### config.mk
export PLATFORM = sky130hd
export DESIGN_NAME = gate_bist_exerciser_flat
export DESIGN_NICKNAME = d
export VERILOG_FILES = /design/src/rtl/gate_bist_exerciser_if.sv /design/src/rtl/gate_bist_exerciser.sv /design/src/flat_wrapper.sv
export SDC_FILE = /design/constraint.sdc
export NUM_CORES = 1
export LEC_CHECK = 0
export ABC_AREA = 0
export CORE_MARGIN = 4
export CORE_UTILIZATION = 49
export DETAILED_ROUTE_END_ITERATION = 10
export MAX_ROUTING_LAYER = met4
export PLACE_DENSITY_LB_ADDON = 0.05
export SYNTH_ARGS = -nofsm -noshare
export SYNTH_HDL_FRONTEND = slang
export SYNTH_SLANG_ARGS = --single-unit
### constraint.sdc
create_clock -name clk -period 2.13 [get_ports clk]
set_input_delay 0.213 -clock clk [delete_from_list [all_inputs] [get_ports clk]]
set_output_delay 0.213 -clock clk [all_outputs]
set_load 0.02 [all_outputs]
### src/rtl/gate_bist_exerciser_if.sv
// gate_bist_exerciser_if
// Bundles the run control, the DUT stimulus/response pair and the result
// outputs of gate_bist_exerciser.
//   slave  : the exerciser itself (takes start/dut_out, drives everything else)
//   master : whoever controls a run and provides the gate under test
// Signals:
//   start      run request
//   dut_out    output of the gate under test
//   dut_in     vector driven into the gate under test (N_INPUTS bits)
//   busy       run in progress
//   done       run finished, sticky until the next start or reset
//   pass       done with no mismatches
//   err_count  mismatch count, saturating (ERR_W bits)
//   fail_valid at least one mismatch recorded this run
//   fail_vec   first failing vector (N_INPUTS bits)
interface gate_bist_exerciser_if #(
    parameter int N_INPUTS = 2,
    parameter int ERR_W    = 4
);
    logic                start;
    logic                dut_out;
    logic [N_INPUTS-1:0] dut_in;
    logic                busy;
    logic                done;
    logic                pass;
    logic [ERR_W-1:0]    err_count;
    logic                fail_valid;
    logic [N_INPUTS-1:0] fail_vec;

    modport master (
        output start, dut_out,
        input  dut_in, busy, done, pass, err_count, fail_valid, fail_vec
    );

    modport slave (
        input  start, dut_out,
        output dut_in, busy, done, pass, err_count, fail_valid, fail_vec
    );
endinterface

### src/rtl/gate_bist_exerciser.sv
// gate_bist_exerciser
// On-chip self-test harness for a combinational gate. After start it walks
// every input vector 0 .. 2^N_INPUTS-1 into the gate, holds each vector for
// SETTLE_CYCLES cycles, then samples the gate output for one cycle and
// compares it with TRUTH_TABLE[vector]. Mismatches are counted (saturating)
// and the first failing vector is captured.
// Ports:
//   clk  rising-edge clock
//   rst  asynchronous active-high reset, aborts any run
//   bus  gate_bist_exerciser_if.slave (start, dut_out in; dut_in, busy,
//        done, pass, err_count, fail_valid, fail_vec out)
// Build option:
//   GATE_BIST_STOP_ON_FAIL_EN - when defined the run ends at the first
//   mismatch, leaving the failing vector on dut_in.
module gate_bist_exerciser #(
    parameter int                          N_INPUTS      = 2,
    parameter logic [(1<<N_INPUTS)-1:0]    TRUTH_TABLE   = 4'b1000,
    parameter int                          SETTLE_CYCLES = 1,
    parameter int                          ERR_W         = 4
) (
    input  logic clk,
    input  logic rst,
    gate_bist_exerciser_if.slave bus
);
    // Counter only ever holds SETTLE_CYCLES-1 down to 0.
    localparam int CNT_W = (SETTLE_CYCLES > 1) ? $clog2(SETTLE_CYCLES) : 1;
    localparam logic [CNT_W-1:0]    CNT_RELOAD = CNT_W'(SETTLE_CYCLES - 1);
    localparam logic [N_INPUTS-1:0] LAST_VEC   = '1;
    localparam logic [ERR_W-1:0]    ERR_MAX    = '1;

    typedef enum logic [1:0] {
        ST_IDLE   = 2'd0,
        ST_SETTLE = 2'd1,
        ST_SAMPLE = 2'd2,
        ST_DONE   = 2'd3
    } state_t;

    state_t              state_reg, state_next;
    logic [N_INPUTS-1:0] vec_reg, vec_next;
    logic [CNT_W-1:0]    cnt_reg, cnt_next;
    logic [ERR_W-1:0]    err_reg, err_next;
    logic                fv_reg, fv_next;
    logic [N_INPUTS-1:0] fvec_reg, fvec_next;
    logic                mismatch;

    always_ff @(posedge clk or posedge rst) begin
        if (rst) begin
            state_reg <= ST_IDLE;
            vec_reg   <= '0;
            cnt_reg   <= '0;
            err_reg   <= '0;
            fv_reg    <= 1'b0;
            fvec_reg  <= '0;
        end else begin
            state_reg <= state_next;
            vec_reg   <= vec_next;
            cnt_reg   <= cnt_next;
            err_reg   <= err_next;
            fv_reg    <= fv_next;
            fvec_reg  <= fvec_next;
        end
    end

    always_comb begin
        state_next = state_reg;
        vec_next   = vec_reg;
        cnt_next   = cnt_reg;
        err_next   = err_reg;
        fv_next    = fv_reg;
        fvec_next  = fvec_reg;
        // Only meaningful in SAMPLE; dut_out is don't-care elsewhere.
        mismatch   = (bus.dut_out != TRUTH_TABLE[vec_reg]);

        case (state_reg)
            ST_IDLE, ST_DONE: begin
                if (bus.start) begin
                    state_next = ST_SETTLE;
                    vec_next   = '0;
                    cnt_next   = CNT_RELOAD;
                    err_next   = '0;
                    fv_next    = 1'b0;
                    fvec_next  = '0;
                end
            end
            ST_SETTLE: begin
                if (cnt_reg == '0) begin
                    state_next = ST_SAMPLE;
                end else begin
                    cnt_next = cnt_reg - 1'b1;
                end
            end
            ST_SAMPLE: begin
                if (mismatch) begin
                    if (err_reg != ERR_MAX) begin
                        err_next = err_reg + 1'b1;
                    end
                    if (!fv_reg) begin
                        fv_next   = 1'b1;
                        fvec_next = vec_reg;
                    end
                end
`ifdef GATE_BIST_STOP_ON_FAIL_EN
                if (mismatch || (vec_reg == LAST_VEC)) begin
                    state_next = ST_DONE;
                end else begin
                    state_next = ST_SETTLE;
                    vec_next   = vec_reg + 1'b1;
                    cnt_next   = CNT_RELOAD;
                end
`else
                if (vec_reg == LAST_VEC) begin
                    state_next = ST_DONE;
                end else begin
                    state_next = ST_SETTLE;
                    vec_next   = vec_reg + 1'b1;
                    cnt_next   = CNT_RELOAD;
                end
`endif
            end
            default: state_next = ST_IDLE;
        endcase
    end

    // Status decodes straight from registered state so reset clears them
    // without waiting for a clock.
    assign bus.dut_in     = vec_reg;
    assign bus.busy       = (state_reg == ST_SETTLE) || (state_reg == ST_SAMPLE);
    assign bus.done       = (state_reg == ST_DONE);
    assign bus.pass       = (state_reg == ST_DONE) && (err_reg == '0);
    assign bus.err_count  = err_reg;
    assign bus.fail_valid = fv_reg;
    assign bus.fail_vec   = fvec_reg;
endmodule

### src/flat_wrapper.sv
// flat-port wrapper written by rule: the top's interface ports become plain ports
module gate_bist_exerciser_flat 
#(
    parameter int                          N_INPUTS      = 2,
    parameter logic [(1<<N_INPUTS)-1:0]    TRUTH_TABLE   = 4'b1000,
    parameter int                          SETTLE_CYCLES = 1,
    parameter int                          ERR_W         = 4
)
  (clk, rst, bus_start, bus_dut_out, bus_dut_in, bus_busy, bus_done, bus_pass, bus_err_count, bus_fail_valid, bus_fail_vec);
  gate_bist_exerciser_if #(.N_INPUTS(N_INPUTS), .ERR_W(ERR_W)) bus_i ();
  input  logic clk;
  input  logic rst;
  input wire logic [$bits(bus_i.start)-1:0] bus_start;
  input wire logic [$bits(bus_i.dut_out)-1:0] bus_dut_out;
  output wire logic [$bits(bus_i.dut_in)-1:0] bus_dut_in;
  output wire logic [$bits(bus_i.busy)-1:0] bus_busy;
  output wire logic [$bits(bus_i.done)-1:0] bus_done;
  output wire logic [$bits(bus_i.pass)-1:0] bus_pass;
  output wire logic [$bits(bus_i.err_count)-1:0] bus_err_count;
  output wire logic [$bits(bus_i.fail_valid)-1:0] bus_fail_valid;
  output wire logic [$bits(bus_i.fail_vec)-1:0] bus_fail_vec;
  assign bus_i.start = bus_start;
  assign bus_i.dut_out = bus_dut_out;
  assign bus_dut_in = bus_i.dut_in;
  assign bus_busy = bus_i.busy;
  assign bus_done = bus_i.done;
  assign bus_pass = bus_i.pass;
  assign bus_err_count = bus_i.err_count;
  assign bus_fail_valid = bus_i.fail_valid;
  assign bus_fail_vec = bus_i.fail_vec;
  gate_bist_exerciser #(.N_INPUTS(N_INPUTS), .TRUTH_TABLE(TRUTH_TABLE), .SETTLE_CYCLES(SETTLE_CYCLES), .ERR_W(ERR_W)) u_core (.clk(clk), .rst(rst), .bus(bus_i));
endmodule
; Yosys cells after proc, flatten, opt, wreduce, memory -nomap -nowiden
; Cells that the tools add are included.
[totals]
n_memories = 0
in_bits = 4
ff_bits = 12
latch_bits = 0
romBits = 0
ramBits = 0
[op_classes]
n_reduce_logical = 12
n_mul = 0
addsub = 3
eq_ne = 12
mux = 22
bitwise = 0
shift = 0
n_div = 0
n_lt_le_gt_ge = 1
[op_table]
columns = op, count
row1 = 2-to-1 mux 2 bit, 7
row2 = 2-to-1 mux 4 bit, 3
row3 = "!= test 2 bit, second input constant", 4
row4 = one-hot mux 2 bit (2 select lines), 2
row5 = one-hot mux 4 bit (2 select lines), 1
row6 = AND reduction 4 bit, 2
row7 = "equality test 2 bit, second input constant", 3
row8 = one-hot mux 2 bit (3 select lines), 1
row9 = AND reduction 3 bit, 2
row10 = 2-to-1 mux 1 bit, 5
row11 = "adder 4 x 1 -> 4 bit, second input constant", 1
row12 = logical NOT 4 bit, 1
row13 = "!= test 2 x 1 -> 1 bit, second input constant", 2
row14 = "!= test 4 bit, second input constant", 1
row15 = AND reduction 2 bit, 2
row16 = "< comparator 2 x 3 -> 1 bit, second input constant", 1
row17 = one-hot mux 1 bit (3 select lines), 1
row18 = "adder 2 x 1 -> 2 bit, second input constant", 1
row19 = binary-select mux 1 bit (select 2 bit), 1
row20 = "equality test 2 x 1 -> 1 bit, second input constant", 1
row21 = logical NOT 2 bit, 1
row22 = one-hot mux 1 bit (2 select lines), 1
row23 = nonzero test 2 bit, 1
row24 = OR reduction 2 bit, 1
row25 = 4 further kinds, 4

; Depth between registers and ports, before layout
; Gate-level depths: netlist of the first run.
[logic_depth]
depth_word = 5
ltp_mapped = 7
mapped_depth_nobuf = 5

; Worst setup path after synthesis of the first run
; Ideal clock, no wire load.
[synth_timing]
kind = reg2reg
from = reg u_core.state_reg[0]
to = reg u_core.fvec_reg[0], in the netlist u_core.bus.fail_vec[0]
path_buffers = 2
path_stages_with_launch = 8
arrival_ns = 1.588
required_time_ns = 2.051
synth_period_minus_slack_ns = 1.667
slack_ns = 0.463
path_cell_list = dfrtp_1 -> inv_1 -> ha_1 -> buf_2 -> nand2b_1 -> buf_2 -> a41oi_1 -> mux2i_1
[synth_via]
elab_chain_cells = 4
word_cells_on_any_way = 10
cone_classes = 5 x eq/ne / 1 x mux / 4 x reduce/logical
[synth_lines]
columns = item, line
row1 = "start, declared", gate_bist_exerciser.sv:38  ; state_t state_reg, state_next;
row2 = "start signal, assigned", gate_bist_exerciser.sv:55  ; state_reg <= state_next;
row3 = equality test 2 bit / logical NOT 2 bit (equally long branches), gate_bist_exerciser.sv:74  ; case (state_reg)
row4 = OR reduction 2 bit, gate_bist_exerciser.sv:74
row5 = != test 2 bit (no line) / nonzero test 2 bit (equally long branches), --
row6 = AND reduction 4 bit (no line), --
row7 = "end signal, assigned", gate_bist_exerciser.sv:60  ; fvec_reg <= fvec_next;
row8 = "end, declared", gate_bist_exerciser.sv:43  ; logic [N_INPUTS-1:0] fvec_reg, fvec_next;
; Several ways; a longest one is shown, not always the timed one.
; A chain may end at the register's enable or synchronous reset.

; Worst setup path after layout of the first run
[layout_timing]
from = reg u_core.state_reg[0]
to = out bus_busy
[layout_via]
elab_chain_cells = 2
word_cells_on_any_way = 3
cone_classes = 2 x eq/ne / 1 x reduce/logical
[layout_lines]
columns = item, line
row1 = equality test 2 x 1 -> 1 bit / equality test 2 bit (equally long branches), gate_bist_exerciser.sv:127  ; assign bus.busy = (state_reg == ST_SETTLE) || (state_reg == ST_SAMPLE);
row2 = logical OR 1 bit *, gate_bist_exerciser.sv:127
row3 = "end, declared", flat_wrapper.sv:16  ; output wire logic [$bits(bus_i.busy)-1:0] bus_busy;
; Every way passes the cells marked *; elsewhere a longest branch is shown, timed or not.

==> flow_metrics.tcl, run 1 <==
set metrics [dict create \
    p_switching_uw 525 \
    hold_viol 0 \
    drtIter0Drc 21 \
    yosys_warnings 0 \
    syn_area_per_cell_um2 9.44 \
    num_antenna_cells 0 \
    finalNetCount 112 \
    netlist_area_um2 764 \
    synth_area_leaders "dfrtp_1 36%, ha_1 13%, inv_1 5.9%" \
    tns_ns 0 \
    power_uw 1200 \
    critPathLaunchType "flop" \
    status "finished, final reports clean" \
    overflow 0 \
    cpMostUsedCell "inv_1" \
    critPathRequiredTime_ns 1.92 \
    synthCells 81 \
    period_minus_slack_ns 2.02 \
    gp_congestion 0.790 \
    grt_pass1_wl_um 2770 \
    arrival_ns 1.81 \
    clkLatencyLatePin_ns 0.27 \
    critPathMaxStageDelay_ns 0.60 \
    max_freq_mhz 494 \
    first_pass_iters 4 \
    yosys.area.top_type "dfrtp_1" \
    swShare 0.436 \
    grt.total_usage 0.182 \
    post-cts-setup-buffer-count 0 \
    tightest_slew_ns 0.449 \
    die_y_um 47.5 \
    floorplan.rows 13 \
    drive_gt1_frac 0.111 \
    start_util 0.553 \
    fin_skew_ns 0.00504 \
    drtAntennaViolNets 0 \
    fp.dieW_um 47.5 \
    power.density_mw_per_mm2 1250 \
    slowest_stage "clkdlybuf4s50_1" \
    setup_viol 0 \
    cts_htree_levels 1 \
    yosysSeqAreaShare 0.360 \
    viasPerCell 5.75 \
    p_int_uw 679 \
    cts.sinks 11 \
    dp_hpwl_um 1280 \
    crit_buf_inv 3 \
    cts_made_buffers 3 \
    slew_headroom 0.700 \
    synth_nets 93 \
    port_buffers 15 \
    nFillCells 116 \
    core-area_mm2 0.00138 \
    layout_commonest_cell "clkdlybuf4s50_1" \
    first_global_vias 615 \
    synth_seq_cells 11 \
    p_clk_frac 0.116 \
    slew_viol_final 0 \
    synth-async-reset-ratio 1.00 \
    wl_um 1720 \
    ios 16 \
    largest_reg_flops 4 \
    routedWlPerCell_um 15.1 \
    synth_enable_flop_cells 0 \
    path_max_fanout 10 \
    grt_max_degree 15 \
    cp_top_family "buffers and inverters" \
    drcViolationCount 0 \
    seqPwrFrac 0.275 \
    antenna_found_initial 0 \
    vias 655 \
    hold_buffers 0 \
    cts-root-buf "clkbuf_4" \
    path_clk_slew_ns 0.07 \
    cts_tree "built" \
    rsz0062_at_grt "no" \
    dieArea_mm2 0.00226 \
    maxCapViolCount 0 \
    path_class "reg2out" \
    cp-end-kind "primary output" \
    final_cell_mix "14 x clkdlybuf4s50_1, 12 x inv_1, 11 x dfrtp_1, 7 x ha_1, 6 x nand2_1" \
    comb_power_share 0.609 \
    synth_top_area_share 0.360 \
    crit_chain "inv_1, ha_2, inv_1, clkdlybuf4s50_1" \
    synth_top_flop_cell "dfrtp_1" \
    area_delta_synth_final_pct 26.4 \
    cts_max_path_buffers 2 \
    vdd_drop_max_v 0.000839 \
    fin_crit_sh 0.949 \
    hp-class "in2async" \
    post_synth_num_cell_types 28 \
    leakagePower_uw 0.000443 \
]
[synthesized netlist by cell type, types with 2 or more instances]
| cell type | count |
|---|---|
| inv_1 | 12 |
| a31oi_1 | 3 |
| a41oi_1 | 2 |
| nor3b_1 | 3 |
| dfrtp_1 | 11 |
| nand2_1 | 6 |
| o21ai_0 | 2 |
| nor2_1 | 2 |
| o221ai_1 | 3 |
| a21oi_1 | 3 |
| and2b_2 | 2 |
| or2_2 | 2 |
| buf_2 | 2 |
| nor2b_1 | 2 |
| nand3_1 | 2 |
| mux2i_1 | 4 |
| ha_1 | 8 |
| and4_1 | 2 |
[final cells by class]
| type | count | area (um2) | area share |
|---|---|---|---|
| Multi-Input combinational cell | 55 | 433 | 0.448 |
| Sequential cell | 11 | 275 | 0.285 |
| Timing Repair Buffer | 17 | 168 | 0.174 |
| Inverter | 12 | 45.0 | 0.0466 |
| Clock buffer | 4 | 26.3 | 0.0272 |
| Tap cell | 15 | 18.8 | 0.0194 |
[what timing repair did]
| action | 4_1_cts | 5_1_grt |
|---|---|---|
| endpoints found under the hold margin | 0 | 0 |
| setup endpoints to repair | 0 | 2 |
| resized for setup | 0 | 2 |
[through the flow]
stage / hold slack [ns] / setup slack (ns) / util / std cells / cell area (um2)
6_report: 0.241 / 0.108 / 0.699 / 114 / 966
4_1_cts: 0.253 / 0.0176 / 0.695 / 114 / 961
5_1_grt: 0.263 / 0.000746 / 0.699 / 114 / 966
2_1_floorplan: 0.0654 / 0.463 / - / 81 / 764
3_3_place_gp: 0.513 / 0.360 / 0.676 / 110 / 935
3_5_place_dp: 0.522 / 0.300 / 0.676 / 110 / 935
[power groups by stage]
stage,sequential (uW),combinational [uW],clock (uW)
2_1_floorplan,365,445,0
3_3_place_gp,328,703,0
3_5_place_dp,335,723,0
4_1_cts,330,727,147
5_1_grt,342,808,160
6_report,331,734,140
[worst paths after layout]
| check | cells past startpoint | end | slack (ns) | start |
|---|---|---|---|---|
| max reg2reg | 5 | u_core.bus.fail_vec[0] | 0.27 | u_core.state_reg[0] |
| max in group asynchronous | 2 | u_core.bus.err_count[1] | 1.59 | rst |
| min | 2 | u_core.bus.fail_valid | 0.24 | rst |
| min reg2reg | 2 | u_core.bus.fail_vec[1] | 0.53 | u_core.bus.fail_vec[1] |
| max | 4 | bus_busy | 0.11 | u_core.state_reg[0] |
| min in group clk | 2 | u_core.bus.fail_vec[1] | 0.53 | u_core.bus.fail_vec[1] |
[cell families after synthesis]
family | Yosys count | share of synthesized area
adder cells (fa/ha/maj) | 8 | 0.131
AND/OR/NAND/NOR | 25 | 0.201
buffers and inverters | 15 | 0.0769
flip-flops | 11 | 0.360
multiplexers | 4 | 0.0524
XOR/XNOR | 1 | 0.0213
AO/OA/AOI/OAI | 17 | 0.157
[metal layers]
metal / global-route usage / wire, um / vias up
met3: 0.0789 / 94 / 2
met1: 0.233 / 794 / 309
met5: - / 0 / -
met4: 0.0663 / 13 / 0
li1: - / - / 326
met2: 0.251 / 817 / 18
(Power assumes the default switching activity.)
==> run 2: changes to the inputs <==
Settings changed: ABC_CLOCK_PERIOD_IN_PS set to 2130.
==> results of run 2 <==
The final DEF is identical to that of run 1; final timing and power are the same.
==> run 3: changes to the inputs <==
Settings changed: CTS_CLUSTER_DIAMETER set to 80, SKIP_LAST_GASP set to 1.
==> results of run 3 <==
The final DEF is identical to that of run 1; final timing and power are the same.
